===== src/rtl/pong_frame_renderer_if.sv =====
// Pixel stream from the frame renderer to the display path, valid/ready handshake.
interface pong_frame_renderer_if;
  logic       pix_valid;
  logic       pix_ready;
  logic [1:0] pix_code;
  logic       pix_sof;
  logic       pix_eol;

  modport master (output pix_valid, pix_code, pix_sof, pix_eol, input pix_ready);
  modport slave  (input pix_valid, pix_code, pix_sof, pix_eol, output pix_ready);
endinterface


===== src/rtl/pong_frame_renderer.sv =====
// Snapshots the game state on frame_start and scans the playfield row-major,
// classifying each pixel as background, ball, paddle or score bar.
module pong_frame_renderer #(
  parameter int BALL_SIZE   = 4,
  parameter int PADDLE_W    = 4,
  parameter int PADDLE_H    = 16,
  parameter int SCORE_ROWS  = 4,
  parameter int SCORE_SCALE = 2
) (
  input  logic                   clk,
  input  logic                   rst,
  input  logic                   frame_start_i,
  input  logic [31:0]            dimensions_i,
  input  logic [31:0]            ball_pos_i,
  input  logic [31:0]            lpaddle_pos_i,
  input  logic [31:0]            rpaddle_pos_i,
  input  logic [15:0]            score_i,
  pong_frame_renderer_if.master  pix,
  output logic                   busy_o,
  output logic                   frame_done_o,
  output logic                   frame_drop_o
);
  localparam logic [16:0] BS    = 17'(BALL_SIZE);
  localparam logic [16:0] PW    = 17'(PADDLE_W);
  localparam logic [16:0] PH    = 17'(PADDLE_H);
  localparam logic [16:0] SR    = 17'(SCORE_ROWS);
  localparam int          SC_SH = $clog2(SCORE_SCALE);

  typedef enum logic {IDLE, SCAN} state_e;

  typedef struct packed {
    logic [31:0] dims;
    logic [31:0] ball;
    logic [31:0] lpad;
    logic [31:0] rpad;
    logic [15:0] score;
  } snap_t;

  // 17-bit compares so bx+size never wraps past the 16-bit coordinate range
  function automatic logic in_box(input logic [15:0] px, input logic [15:0] py,
                                  input logic [31:0] pos, input logic [16:0] bw,
                                  input logic [16:0] bh);
    logic [16:0] x17, y17, bx, by;
    x17 = {1'b0, px};
    y17 = {1'b0, py};
    bx  = {1'b0, pos[31:16]};
    by  = {1'b0, pos[15:0]};
    return (x17 >= bx) && (x17 < bx + bw) && (y17 >= by) && (y17 < by + bh);
  endfunction

  function automatic logic [1:0] classify(input logic [15:0] px, input logic [15:0] py,
                                          input snap_t s);
    logic [16:0] w17, a_end, b_len, b_start;
    logic [1:0]  c;
    w17     = {1'b0, s.dims[31:16]};
    a_end   = {9'd0, s.score[7:0]} << SC_SH;
    b_len   = {9'd0, s.score[15:8]} << SC_SH;
    b_start = (b_len >= w17) ? 17'd0 : w17 - b_len;
    if (in_box(px, py, s.ball, BS, BS))
      c = 2'd1;
    else if (in_box(px, py, s.lpad, PW, PH) || in_box(px, py, s.rpad, PW, PH))
      c = 2'd2;
    else if (({1'b0, py} < SR) && (({1'b0, px} < a_end) || ({1'b0, px} >= b_start)))
      c = 2'd3;
    else
      c = 2'd0;
    return c;
  endfunction

  state_e      state_q, state_d;
  snap_t       snap_q, snap_d;
  logic [15:0] x_q, x_d, y_q, y_d;
  logic        valid_q, valid_d, sof_q, sof_d, eol_q, eol_d;
  logic [1:0]  code_q, code_d;
  logic        done_q, done_d, drop_q, drop_d;
  logic        load;

  always_comb begin
    state_d = state_q;
    snap_d  = snap_q;
    x_d     = x_q;
    y_d     = y_q;
    valid_d = valid_q;
    code_d  = code_q;
    sof_d   = sof_q;
    eol_d   = eol_q;
    done_d  = 1'b0;
    drop_d  = 1'b0;
    load    = 1'b0;
    case (state_q)
      IDLE: if (frame_start_i) begin
        snap_d = '{dimensions_i, ball_pos_i, lpaddle_pos_i, rpaddle_pos_i, score_i};
        if (dimensions_i[31:16] == 16'd0 || dimensions_i[15:0] == 16'd0) begin
          done_d = 1'b1;
        end else begin
          state_d = SCAN;
          x_d     = 16'd0;
          y_d     = 16'd0;
          valid_d = 1'b1;
          load    = 1'b1;
        end
      end
      SCAN: begin
        drop_d = frame_start_i;
        if (valid_q && pix.pix_ready) begin
          if (x_q == snap_q.dims[31:16] - 16'd1) begin
            if (y_q == snap_q.dims[15:0] - 16'd1) begin
              state_d = IDLE;
              valid_d = 1'b0;
              done_d  = 1'b1;
              code_d  = 2'd0;
              sof_d   = 1'b0;
              eol_d   = 1'b0;
            end else begin
              x_d  = 16'd0;
              y_d  = y_q + 16'd1;
              load = 1'b1;
            end
          end else begin
            x_d  = x_q + 16'd1;
            load = 1'b1;
          end
        end
      end
      default: state_d = IDLE;
    endcase
    // pixel outputs are precomputed for the coordinate about to be presented
    if (load) begin
      code_d = classify(x_d, y_d, snap_d);
      sof_d  = (x_d == 16'd0) && (y_d == 16'd0);
      eol_d  = (x_d == snap_d.dims[31:16] - 16'd1);
    end
  end

  always_ff @(posedge clk) begin
    if (rst) begin
      state_q <= IDLE;
      snap_q  <= '0;
      x_q     <= '0;
      y_q     <= '0;
      valid_q <= 1'b0;
      code_q  <= '0;
      sof_q   <= 1'b0;
      eol_q   <= 1'b0;
      done_q  <= 1'b0;
      drop_q  <= 1'b0;
    end else begin
      state_q <= state_d;
      snap_q  <= snap_d;
      x_q     <= x_d;
      y_q     <= y_d;
      valid_q <= valid_d;
      code_q  <= code_d;
      sof_q   <= sof_d;
      eol_q   <= eol_d;
      done_q  <= done_d;
      drop_q  <= drop_d;
    end
  end

  assign pix.pix_valid = valid_q;
  assign pix.pix_code  = code_q;
  assign pix.pix_sof   = sof_q;
  assign pix.pix_eol   = eol_q;
  assign busy_o        = (state_q == SCAN);
  assign frame_done_o  = done_q;
  assign frame_drop_o  = drop_q;
endmodule


===== src/flat_wrapper.sv =====
// flat-port wrapper written by rule: the top's interface ports become plain ports
module pong_frame_renderer_flat 
#(
  parameter int BALL_SIZE   = 4,
  parameter int PADDLE_W    = 4,
  parameter int PADDLE_H    = 16,
  parameter int SCORE_ROWS  = 4,
  parameter int SCORE_SCALE = 2
)
  (clk, rst, frame_start_i, dimensions_i, ball_pos_i, lpaddle_pos_i, rpaddle_pos_i, score_i, busy_o, frame_done_o, frame_drop_o, pix_pix_valid, pix_pix_code, pix_pix_sof, pix_pix_eol, pix_pix_ready);
  pong_frame_renderer_if pix_i ();
  input  logic clk;
  input  logic rst;
  input  logic frame_start_i;
  input  logic [31:0] dimensions_i;
  input  logic [31:0] ball_pos_i;
  input  logic [31:0] lpaddle_pos_i;
  input  logic [31:0] rpaddle_pos_i;
  input  logic [15:0] score_i;
  output logic busy_o;
  output logic frame_done_o;
  output logic frame_drop_o;
  output wire logic [$bits(pix_i.pix_valid)-1:0] pix_pix_valid;
  output wire logic [$bits(pix_i.pix_code)-1:0] pix_pix_code;
  output wire logic [$bits(pix_i.pix_sof)-1:0] pix_pix_sof;
  output wire logic [$bits(pix_i.pix_eol)-1:0] pix_pix_eol;
  input wire logic [$bits(pix_i.pix_ready)-1:0] pix_pix_ready;
  assign pix_pix_valid = pix_i.pix_valid;
  assign pix_pix_code = pix_i.pix_code;
  assign pix_pix_sof = pix_i.pix_sof;
  assign pix_pix_eol = pix_i.pix_eol;
  assign pix_i.pix_ready = pix_pix_ready;
  pong_frame_renderer #(.BALL_SIZE(BALL_SIZE), .PADDLE_W(PADDLE_W), .PADDLE_H(PADDLE_H), .SCORE_ROWS(SCORE_ROWS), .SCORE_SCALE(SCORE_SCALE)) u_core (.clk(clk), .rst(rst), .frame_start_i(frame_start_i), .dimensions_i(dimensions_i), .ball_pos_i(ball_pos_i), .lpaddle_pos_i(lpaddle_pos_i), .rpaddle_pos_i(rpaddle_pos_i), .score_i(score_i), .pix(pix_i), .busy_o(busy_o), .frame_done_o(frame_done_o), .frame_drop_o(frame_drop_o));
endmodule

===== config.mk =====
export PLATFORM = sky130hd
export DESIGN_NAME = pong_frame_renderer_flat
export DESIGN_NICKNAME = d
export VERILOG_FILES = /design/src/rtl/pong_frame_renderer_if.sv /design/src/rtl/pong_frame_renderer.sv /design/src/flat_wrapper.sv
export SDC_FILE = /design/constraint.sdc
export NUM_CORES = 1
export LEC_CHECK = 0
export BUFFER_PORTS_ARGS = -buffer_cell sky130_fd_sc_hd__buf_4
export CORE_MARGIN = 2
export CORE_UTILIZATION = 30
export CTS_CLUSTER_SIZE = 10
export DETAILED_ROUTE_END_ITERATION = 16
export SYNTH_ARGS = -nofsm -noshare
export SYNTH_HDL_FRONTEND = slang
export SYNTH_SLANG_ARGS = --single-unit

===== constraint.sdc =====
create_clock -name clk -period 9.6 [get_ports clk]
set_input_delay 0.48 -clock clk [delete_from_list [all_inputs] [get_ports clk]]
set_output_delay 0.48 -clock clk [all_outputs]
set_load 0.01 [all_outputs]

==> flow_summary.json <==
{
  "fin_worst_skew_ns": 0.0132,
  "adder_cell_area_share_of_the_yosys_netlist_pct": 15.1,
  "place.gp.congestion": 0.907,
  "fp.coreArea_um2": 51300,
  "final_hpwl_dp_um": 42500,
  "path_cells": "inv_1, ha_1, or4b_1, or3_1, a2111oi_4, o2111a_2, o2111a_1, and3_1, nand4_1, or3_1, nand3_1, o21ai_0, buf_4, ha_1, o21ai_0, nand2b_1, a21oi_1, or4_1, a221o_1, a311o_1, or4_1, a211oi_2, a2bb2oi_1, o2bb2ai_1",
  "postCtsResizedCells": 0,
  "cts.sinks": 184,
  "buffer_ports.inserted": 155,
  "synth.avg_cell_area_um2": 7.93,
  "largest_net_degree_at_the_start_of_global_routing": 113,
  "final_max_slew_viol_count": 0,
  "antenna_violating_nets_post_route": 0,
  "finalSetupTns_ns": 0,
  "dominant_combinational_cell_family_by_area_after_synthesis": "simple AND/OR/NAND/NOR gates",
  "design.die.area_um2": 53800,
  "number_of_buffers_inserted_by_post_cts_setup_repair": 0,
  "rsz0062_at_grt": "no",
  "grt_pass1_vias": 14591,
  "pin_slew_with_the_least_headroom_to_its_limit_ns": 1.06,
  "synthMuxAreaShare_pct": 8.37,
  "power.leakage_uw": 0.00808,
  "ys_seq_area_share_pct": 23.6,
  "worst-path-stages": 24,
  "timing.critical_path.to_type": "register",
  "synthesis.instances": 1965,
  "drt_first_pass_iters": 5,
  "die_w_um": 232,
  "synth_xor_area_share_pct": 8.83,
  "worst_hold_path.num_cells": 3,
  "yosys_reg_bits": 184,
  "syn-cell-area_um2": 15600,
  "antenna_violations_before_repair": 1,
  "ios": 156,
  "maxSlewHeadroom_pct": 28.5,
  "ctsRootBufferMaster": "clkbuf_16",
  "critPathMaxFanout": 9,
  "wl_per_cell_um": 19.5,
  "cts.clk_slew.worst_paths_ns": 0.08,
  "avgViaCountPerCell": 5.42,
  "cp_max_stage_cell": "or4b_1",
  "global_route_wire_length_before_repair_um": 83400,
  "tritoncts": "done",
  "ctsLongestPathBuffers": 2,
  "layout_common_cells": "nor2_1, nand2_1, dfxtp_1",
  "cts_buffers": 17,
  "cts_hold_repair.buffers": 0,
  "clock_tree.htree_level_count": 4,
  "route.detailed.drc": 0,
  "worst_path_largest_cell_delay_ns": 0.50,
  "fin_crit_ns": 6.97,
  "globalRouteOverflowTotal": 0,
  "finish.net_count": 2422,
  "grt_use_total_pct": 20.0,
  "ys_dominant_reg_cell": "dfxtp_1",
  "drt_iter0_markers": 1096,
  "worst-path-buf-inv": 2,
  "max_cap_viol_count": 0,
  "synth_fp_nets": 2289,
  "max-vdd-ir-drop_mv": 0.104,
  "initial_utilization_pct": 30.4,
  "cp_data_required_time_ns": 9.93,
  "post-route-period-util_pct": 72.6,
  "worstSetupStartpointType": "register",
  "most_frequent_standard_cell_in_the_layout_excluding_fill_and_tap_cells": "nor2_1",
  "synthDistinctLibCells": 88,
  "vias": 15115,
  "cp_data_arrival_time_ns": 7.30,
  "cpLargestDelayFamily": "simple AND/OR/NAND/NOR gates",
  "run_status": "completed",
  "max_freq_mhz": 143,
  "clk-insertion-delay-late_ns": 0.47,
  "count_of_final_hold_check_violations": 0,
  "cell_row_count": 83,
  "power_per_cell_area_nw_per_um2": 122,
  "finalSetupViolCount": 0,
  "layout-drive-gt1-share_pct": 11.8,
  "critical_path_class": "reg2reg",
  "syn2layout_area_growth_pct": 16.7,
  "ys.warnings.count": 0,
  "area_share_of_and_or_nand_nor_cells_after_synthesis_pct": 24.5,
  "timing.hold.worst.class": "in2reg",
  "asyncSetResetFlopFracSynth_pct": 0,
  "total_wire_length_after_detailed_routing_um": 54400,
  "final_core_util_pct": 35.4,
  "compound_gate_fraction_of_synth_area_pct": 16.0,
  "timing.reg2reg.worst_path_depth": 24,
  "number_of_enable_flip_flop_cells_after_synthesis": 0,
  "antenna-diode-count": 0,
  "die_height_um": 232
}
-- area by class of cell --
type                    count  area [um^2]
multi-input cells        1639        11400
clock inverters            13          185
well taps                 680          851
flip-flops and latches    184         3680
clock buffers              18          439
inverters                  76          288
repair buffers            180         1370
fillers                  5407        33100
-- report_power, final --
group	total [uW]	leakage (uW)	internal (uW)	switching, uW
logic	616	0.00627	255	361
clock network	779	0.000304	424	355
registers	826	0.00151	801	25.6
-- worst min-delay path: stages --
cell     delay (ns)
buf_4          0.13
nand2_1        0.05
nor2_1         0.03
-- Yosys cell counts, types with 6 or more instances --
| library cell | count | share of area [%] |
|---|---|---|
| nor2_1 | 245 | 5.9 |
| nand2_1 | 203 | 4.9 |
| dfxtp_1 | 184 | 24 |
| ha_1 | 175 | 14 |
| mux2i_1 | 128 | 8.2 |
| a21oi_1 | 97 | 3.1 |
| xnor2_1 | 88 | 4.9 |
| inv_1 | 74 | 1.8 |
| nand3_1 | 72 | 2.3 |
| xor2_1 | 69 | 3.9 |
| o21ai_0 | 55 | 1.8 |
| nor3_1 | 51 | 1.6 |
| clkbuf_1 | 46 | 1.1 |
| nand4_1 | 37 | 1.5 |
| a21o_1 | 33 | 1.6 |
| nor2b_1 | 33 | 1.3 |
| nor4_1 | 30 | 1.2 |
| o211ai_1 | 22 | 1.1 |
| nand2b_1 | 21 | 0.84 |
| a31oi_1 | 20 | 0.80 |
| and3_1 | 20 | 0.80 |
| or3_1 | 15 | 0.60 |
| a211oi_1 | 13 | 0.63 |
| o21a_1 | 13 | 0.63 |
| maj3_1 | 12 | 0.77 |
| and2_1 | 10 | 0.40 |
| buf_1 | 10 | 0.24 |
| buf_2 | 10 | 0.32 |
| or4_1 | 10 | 0.48 |
| o22ai_1 | 9 | 0.36 |
| or2_2 | 9 | 0.36 |
| a211o_1 | 8 | 0.45 |
| nand4b_1 | 8 | 0.45 |
| a2111oi_0 | 7 | 0.39 |
| and4_1 | 7 | 0.39 |
| o31ai_1 | 7 | 0.34 |
| nor3b_1 | 6 | 0.29 |
| o221ai_1 | 6 | 0.34 |
-- through the flow --
stage	setup slack (ns)	std cells	hold slack (ns)	power (uW)	instance area [um^2]
6_report	2.63	2790	0.256	2220	18200
5_1_grt	2.19	2790	0.254	2340	18200
4_1_cts	2.70	2790	0.229	2250	18200
3_5_place_dp	2.72	2759	0.458	1450	17500
3_3_place_gp	2.83	2759	0.452	1440	17500
2_1_floorplan	1.51	1965	0.444	1260	15600
-- routing by layer --
metal  vias to the layer above  share of wire, %  global-route usage, %
li1                       7359                 -                      -
met2                       462                45                   31.8
met5                         -                 0                      0
met1                      7210                47                   26.9
met4                         0               3.4                   8.45
met3                        84               5.2                   2.74
-- state kept, by name, summed over array words and instances (netlist names), 2 cells and up --
register	flops
u_core.snap_q	144
u_core.x_q	16
u_core.y_q	16
u_core.pix.pix_code	2
-- kinds of logic (layout without fill, tap and decap cells) --
family	count (synthesis)	after routing
DFF	184	184
and+or+nand+nor	796	796
buffers and inverters	142	287
muxes	130	130
xor gates and xnor gates	157	157
AOI/OAI and AO/OA	366	366
adders and majority gates	190	190
-- worst paths after layout --
check / startpoint / slack, ns / end
min: frame_start_i / 0.26 / u_core.frame_drop_o
max reg2reg: u_core.snap_q[128] / 2.63 / u_core.pix.pix_code[0]
min reg2reg: u_core.snap_q[96] / 0.46 / u_core.snap_q[96]
max: u_core.snap_q[128] / 2.63 / u_core.pix.pix_code[0]
Note: power is estimated with default switching activity, not from simulation.
